[src/rtl/dsd_if.sv]
// DSD-in / PCM-out bundle for the CIC decimator.
// The master drives the 1-bit stream and receives PCM; the slave is the decimator.
interface dsd_if #(
    parameter int OUT_W = 16
);
    logic             din;
    logic             din_en;
    logic [OUT_W-1:0] pcm;
    logic             pcm_valid;
    logic             pcm_sat;

    modport master (
        output din,
        output din_en,
        input  pcm,
        input  pcm_valid,
        input  pcm_sat
    );

    modport slave (
        input  din,
        input  din_en,
        output pcm,
        output pcm_valid,
        output pcm_sat
    );
endinterface

[src/rtl/dsd_decimator.sv]
// Pipelined CIC (Hogenauer) decimator: 1-bit DSD (+/-1) in, signed OUT_W PCM out.
//
//   state    | meaning
//   ---------+-----------------------------------------------------------
//   ST_PRIME | comb delay lines settling; first ORDER ticks give no strobe
//   ST_RUN   | every tick yields one pcm_valid strobe, clipped to OUT_W
module dsd_decimator #(
    parameter int ORDER      = 3,
    parameter int DECIM_LOG2 = 8,
    parameter int OUT_W      = 16
) (
    input  logic  clk,
    input  logic  rst,
    dsd_if.slave  bus
);
    localparam int W  = ORDER * DECIM_LOG2 + 2;
    localparam int SH = ORDER * DECIM_LOG2 - (OUT_W - 1);
    localparam int R  = 1 << DECIM_LOG2;
    localparam int PW = $clog2(ORDER + 1);

    localparam logic signed [W-1:0] Y_MAX   = {{(W-OUT_W+1){1'b0}}, {(OUT_W-1){1'b1}}};
    localparam logic signed [W-1:0] Y_MIN   = ~Y_MAX;
    localparam logic [OUT_W-1:0]    PCM_MAX = {1'b0, {(OUT_W-1){1'b1}}};
    localparam logic [OUT_W-1:0]    PCM_MIN = {1'b1, {(OUT_W-1){1'b0}}};

    if (ORDER < 1 || ORDER > 5) begin : g_bad_order
        $error("dsd_decimator: ORDER must be in 1..5");
    end
    if (SH < 0) begin : g_bad_shift
        $error("dsd_decimator: ORDER*DECIM_LOG2 must be >= OUT_W-1");
    end
    if (R < ORDER + 3) begin : g_bad_ratio
        $error("dsd_decimator: decimation ratio must be >= ORDER+3");
    end

    typedef enum logic [0:0] {
        ST_PRIME,
        ST_RUN
    } state_t;

    // integrator section (runs on accepted bits only)
    logic [W-1:0]          integ_q [ORDER];
    logic [W-1:0]          integ_d [ORDER];
    logic [W-1:0]          integ_src [ORDER];
    logic [W-1:0]          x_ext;
    logic [DECIM_LOG2-1:0] cnt_q;
    logic [DECIM_LOG2-1:0] cnt_d;
    logic                  tick;

    // comb section (runs on the tick pipeline only)
    logic [ORDER+1:0]      pipe_q;
    logic [W-1:0]          cap_q;
    logic [W-1:0]          comb_q  [ORDER];
    logic [W-1:0]          dly_q   [ORDER];
    logic [W-1:0]          comb_in [ORDER];

    // output stage
    state_t                state_q, state_d;
    logic [PW-1:0]         prime_q, prime_d;
    logic [OUT_W-1:0]      pcm_q, pcm_d;
    logic                  sat_q, sat_d;
    logic                  valid_q, valid_d;
    logic                  fire;
    logic signed [W-1:0]   y;
    logic [OUT_W-1:0]      clip_pcm;
    logic                  clip_sat;

    always_comb begin
        x_ext = bus.din ? W'(1) : {W{1'b1}};
        tick  = bus.din_en && (cnt_q == DECIM_LOG2'(R - 1));
        cnt_d = bus.din_en ? cnt_q + DECIM_LOG2'(1) : cnt_q;

        // Each stage adds the registered previous stage, so the chain is pipelined.
        integ_src[0] = x_ext;
        for (int k = 1; k < ORDER; k++) begin
            integ_src[k] = integ_q[k-1];
        end
        for (int k = 0; k < ORDER; k++) begin
            integ_d[k] = integ_q[k];
            if (bus.din_en) begin
                integ_d[k] = integ_q[k] + integ_src[k];
            end
        end
    end

    always_ff @(posedge clk or negedge rst) begin
        if (!rst) begin
            cnt_q <= '0;
            for (int k = 0; k < ORDER; k++) begin
                integ_q[k] <= '0;
            end
        end else begin
            cnt_q <= cnt_d;
            for (int k = 0; k < ORDER; k++) begin
                integ_q[k] <= integ_d[k];
            end
        end
    end

    always_comb begin
        comb_in[0] = cap_q;
        for (int k = 1; k < ORDER; k++) begin
            comb_in[k] = comb_q[k-1];
        end
    end

    // pipe_q[0] captures I_ORDER, pipe_q[k+1] fires comb k, pipe_q[ORDER+1] the output.
    always_ff @(posedge clk or negedge rst) begin
        if (!rst) begin
            pipe_q <= '0;
            cap_q  <= '0;
            for (int k = 0; k < ORDER; k++) begin
                comb_q[k] <= '0;
                dly_q[k]  <= '0;
            end
        end else begin
            pipe_q <= {pipe_q[ORDER:0], tick};
            if (pipe_q[0]) begin
                cap_q <= integ_q[ORDER-1];
            end
            for (int k = 0; k < ORDER; k++) begin
                if (pipe_q[k+1]) begin
                    comb_q[k] <= comb_in[k] - dly_q[k];
                    dly_q[k]  <= comb_in[k];
                end
            end
        end
    end

    always_comb begin
        y        = $signed(comb_q[ORDER-1]) >>> SH;
        clip_pcm = y[OUT_W-1:0];
        clip_sat = 1'b0;
        if (y > Y_MAX) begin
            clip_pcm = PCM_MAX;
            clip_sat = 1'b1;
        end else if (y < Y_MIN) begin
            clip_pcm = PCM_MIN;
            clip_sat = 1'b1;
        end
    end

    always_comb begin
        fire    = pipe_q[ORDER+1];
        state_d = state_q;
        prime_d = prime_q;
        pcm_d   = pcm_q;
        sat_d   = sat_q;
        valid_d = 1'b0;
        case (state_q)
            ST_PRIME: begin
                if (fire) begin
                    prime_d = prime_q + PW'(1);
                    if (prime_q == PW'(ORDER - 1)) begin
                        state_d = ST_RUN;
                    end
                end
            end
            ST_RUN: begin
                if (fire) begin
                    valid_d = 1'b1;
                    pcm_d   = clip_pcm;
                    sat_d   = clip_sat;
                end
            end
            default: state_d = ST_PRIME;
        endcase
    end

    always_ff @(posedge clk or negedge rst) begin
        if (!rst) begin
            state_q <= ST_PRIME;
            prime_q <= '0;
            pcm_q   <= '0;
            sat_q   <= 1'b0;
            valid_q <= 1'b0;
        end else begin
            state_q <= state_d;
            prime_q <= prime_d;
            pcm_q   <= pcm_d;
            sat_q   <= sat_d;
            valid_q <= valid_d;
        end
    end

    assign bus.pcm       = pcm_q;
    assign bus.pcm_valid = valid_q;
    // The clip flag is only meaningful alongside its strobe.
    assign bus.pcm_sat   = sat_q & valid_q;
endmodule
[src/flat_wrapper.sv]
// flat-port wrapper written by rule: the top's interface ports become plain ports
module dsd_decimator_flat 
#(
    parameter int ORDER      = 3,
    parameter int DECIM_LOG2 = 8,
    parameter int OUT_W      = 16
)
  (clk, rst, bus_din, bus_din_en, bus_pcm, bus_pcm_valid, bus_pcm_sat);
  dsd_if #(.OUT_W(OUT_W)) bus_i ();
  input  logic clk;
  input  logic rst;
  input wire logic [$bits(bus_i.din)-1:0] bus_din;
  input wire logic [$bits(bus_i.din_en)-1:0] bus_din_en;
  output wire logic [$bits(bus_i.pcm)-1:0] bus_pcm;
  output wire logic [$bits(bus_i.pcm_valid)-1:0] bus_pcm_valid;
  output wire logic [$bits(bus_i.pcm_sat)-1:0] bus_pcm_sat;
  assign bus_i.din = bus_din;
  assign bus_i.din_en = bus_din_en;
  assign bus_pcm = bus_i.pcm;
  assign bus_pcm_valid = bus_i.pcm_valid;
  assign bus_pcm_sat = bus_i.pcm_sat;
  dsd_decimator #(.ORDER(ORDER), .DECIM_LOG2(DECIM_LOG2), .OUT_W(OUT_W)) u_core (.clk(clk), .rst(rst), .bus(bus_i));
endmodule
[config.mk]
export PLATFORM = sky130hd
export DESIGN_NAME = dsd_decimator_flat
export DESIGN_NICKNAME = d
export VERILOG_FILES = /design/src/rtl/dsd_if.sv /design/src/rtl/dsd_decimator.sv /design/src/flat_wrapper.sv
export SDC_FILE = /design/constraint.sdc
export NUM_CORES = 1
export LEC_CHECK = 0
export BUFFER_PORTS_ARGS = -buffer_cell sky130_fd_sc_hd__buf_2
export CAP_MARGIN = 25
export CELL_PAD_IN_SITES_DETAIL_PLACEMENT = 2
export CELL_PAD_IN_SITES_GLOBAL_PLACEMENT = 2
export CORE_ASPECT_RATIO = 2
export CORE_MARGIN = 2
export CORE_UTILIZATION = 39
export CTS_BUF_LIST = sky130_fd_sc_hd__clkbuf_4
export DETAILED_ROUTE_END_ITERATION = 10
export PLACE_DENSITY_LB_ADDON = 0.1
export SLEW_MARGIN = 40
export SYNTH_ARGS = -nofsm -noshare
export SYNTH_HDL_FRONTEND = slang
export SYNTH_SLANG_ARGS = --single-unit
[constraint.sdc]
create_clock -name clk -period 3 [get_ports clk]
set_input_delay 0.3 -clock clk [delete_from_list [all_inputs] [get_ports clk]]
set_output_delay 0.3 -clock clk [all_outputs]
set_load 0.01 [all_outputs]
==> metrics.md <==
| Metric | Value |
|---|---|
| I/O pin count | 22 |
| Worst-path clk slew | roughly 0.070 ns |
| Die height | 303.6 µm |
| Slew margin rel. | 52.08% |
| P_leak | about 9.6 nW |
| Syn Area/Cell | 9.848 µm² |
| Core Area | around 44000 µm² |
| Synth unique cells | 73 |
| Initial antenna violation count | 1 |
| Worst-margin pin slew | 0.7188 ns |
| Status | complete, but fails checks |
| Worst-path fanout max | 5 |
| Kind of end point of the critical path | flop |
| Area grow syn2layout | 16.72% |
| Die Footprint | 46680 µm² |
| Buffers on Ports | 21 |
| CTS Sinks | 285 |
| WHS | 0.1561 ns |
| Max-cap viol count | 0 |
| Drt pass-1 iters | 5 |
| Site Rows | 109 |
| Tmin final | a little over 3 ns |
| Peak VDD IR | between 0.0004 and 0.0005 V |
| DR vias | between 10000 and 15000 |
| Ys flop type | dfrtp_1 |
| GP Congestion | 0.7653 |
| Total power | 18.12 mW |
| Die W | 153.8 µm |
| Vias in the first global route | 16130 |
| Startpoint Class | flop |
| Largest net degree at the start of global routing | 123 |
| Final #Nets | 2113 |
| Final setup violation count | 1 |
| Worst-Skew Late Latency | roughly 0.77 ns |
| Via/cell ratio | 5.408 |
| RSZ-0062 raised after global routing | yes |
| CTS Buffer Depth | 3 |
| Fmax achieved | 0.3310 GHz |
| Syn nets | a little under 2000 |
| Clock Skew | between 0.04 and 0.05 ns |
| CTS tree | built |
| Mapped Area | 17500 µm² |
| Initial core utilization | 39.60% |
| H-tree depth | 3 |
| Max-slew violation count | 0 |
| Post-synthesis sequential area ratio | between 40% and 50% |
| GRT Util Overall | 20.19% |
| Post-synth ARST share | 100.0% |
| Final wirelength | 45.42 mm |
| Setup slack after layout | -0.02139 ns |
| CTS buffer count | 72 |
| DR WL/cell | 17.76 µm |
| Tcrit/Tclk final | 100.7% |
| PwrDens | 887.0 nW/µm² |
| Number of synthesized flops with an enable pin | 0 |
| DRT iter0 DRCs | 344 |
| Post-synthesis cell count | ~1800 |
| FF+latch count, synth | about 290 |
| Worst EP arrival | 3.66 ns |
| Most common cell after layout, fill and taps aside | dfrtp_1 |
| YS warnings | 0 |
| Drt drc | 0 |
| Dpl hpwl | roughly 34 mm |
| Congestion Overflow GR | 0 |
| Critical path type | flop to flop |
| Fin. Hold Viols | 0 |
| First-pass GRT wire length | a little under 80 mm |
| Commonest cells after routing, fill and taps aside | 280 x dfrtp_1, 207 x nand2_1, 145 x o21ai_0 |
| Violated checks | setup timing |
| Share of layout cells above drive strength 1 | 24.43% |
| DRT antenna net count | 0 |
| Required @ worst endpoint | ~3.6 ns |
| Worst hold path class | input pin to asynchronous set/reset pin |
| CTS Root Cell | clkbuf_4 |
==> logic make-up (layout without fill, tap and decap cells) <==
group,Yosys count,count (layout),synth area share [%]
XOR/XNOR,140,140,7.007
adder cells (fa/ha/maj),155,155,11.30
flip-flops,285,285,40.76
AO/OA/AOI/OAI,476,476,17.07
other,0,1,0
multiplexers,156,156,9.989
buffers and inverters,164,389,3.525
AND/OR/NAND/NOR,401,401,10.35
==> layer usage <==
metal	vias up	track usage, %	share of wire, %
met3	79	2.763	2.3
li1	6637	-	-
met1	6988	17.96	34
met5	-	0	0
met2	129	43.80	61
met4	0	7.820	2.8
==> cells in the mapped netlist, drive strengths merged, types with 10 or more instances <==
library cell / count / share of area [%]
a21o: 57 / 2.4
a31oi: 15 / 0.57
o21bai: 14 / 0.60
dfrtp: 285 / 41
a21oi: 128 / 3.7
nor3: 18 / 0.51
xor2: 43 / 2.2
and3: 12 / 0.43
nand4: 11 / 0.39
nor2b: 19 / 0.68
a211oi: 12 / 0.54
nand2b: 19 / 0.68
o21a: 18 / 0.77
clkbuf: 41 / 0.88
mux2: 149 / 9.6
nand2: 208 / 4.5
ha: 150 / 11
buf: 10 / 0.22
nand3: 26 / 0.74
inv: 113 / 2.4
o21ai: 167 / 4.8
xnor2: 97 / 4.9
nor2: 59 / 1.3
==> layout make-up <==
type	instances	area, µm²
Fill cell	4809	23760
Multi-Input combinational cell	1328	10120
Sequential cell	285	7141
Timing Repair Buffer	153	1182
Clock buffer	96	720.7
Tap cell	555	694.4
Inverter	113	430.4
Clock inverter	26	130.1
Timing Repair inverter	1	7.507
Antenna cell	1	2.502
==> report_power, final <==
part           internal (mW)  switching (mW)
Clock                   1.57            1.63
Sequential              4.50           0.571
Combinational           4.89            4.95
Total                   11.0            7.15
==> worst max-delay path, stage by stage, from the launching register on <==
cell      delay (ns)
dfrtp_1         0.38
inv_1           0.06
ha_2            0.18
inv_2           0.04
fa_2            0.33
a21o_1          0.16
a21o_1          0.17
a31oi_1         0.14
buf_4           0.15
o211ai_1        0.15
a221oi_4        0.26
buf_6           0.16
o21ai_4         0.06
a221oi_2        0.28
xnor2_1         0.09
mux2_4          0.26
==> registers in the layout, summed over array words and instances, names as in the netlist <==
| signal | count |
|---|---|
| u_core.state_q | 1 |
| u_core.comb_q | 17 |
| u_core.pipe_q | 5 |
| u_core.cnt_q | 8 |
| u_core.dly_q | 78 |
| u_core.comb_in | 52 |
| u_core.cap_q | 26 |
| u_core.integ_q | 78 |
| u_core.prime_q | 2 |
| u_core.bus.pcm | 16 |
| u_core.sat_q | 1 |
| u_core.bus.pcm_valid | 1 |
==> what timing repair did <==
action                                  CTS  global route
pin swaps                                15            25
endpoints found under the setup margin   26            39
gates cloned                              0             1
hold buffers                              4             0
resized for setup                        24            71
setup buffers                             7             9
hold endpoints to repair                301             0
==> per-stage QoR <==
step	setup WS (ns)	TNS (ns)	cells	instance area, µm²	util, %
after floorplan	0.02625	0	1777	17500	-
after global placement	-0.4190	-3.404	2415	19030	43.07
after detailed placement	-0.4577	-5.092	2415	19040	43.08
after CTS	-0.04632	-0.1134	2548	20080	45.44
after global routing	-0.1306	-0.6644	2558	20420	46.22
final	-0.02139	-0.02139	2558	20420	46.22
==> final timing paths <==
kind                                     from                 end  slack, ns  cells after the start
min reg2reg                   u_core.cnt_q[7]     u_core.cnt_q[7]       0.47                      1
max in group asynchronous                 rst  u_core.integ_q[75]       2.16                      3
max reg2reg                u_core.comb_in[26]  u_core.comb_in[24]      -0.02                     15
max                        u_core.comb_in[26]  u_core.comb_in[24]      -0.02                     15
min in group clk              u_core.cnt_q[7]     u_core.cnt_q[7]       0.47                      1
min                                       rst     u_core.dly_q[1]       0.16                      3
No activity file was read; power rests on OpenSTA's default activity.
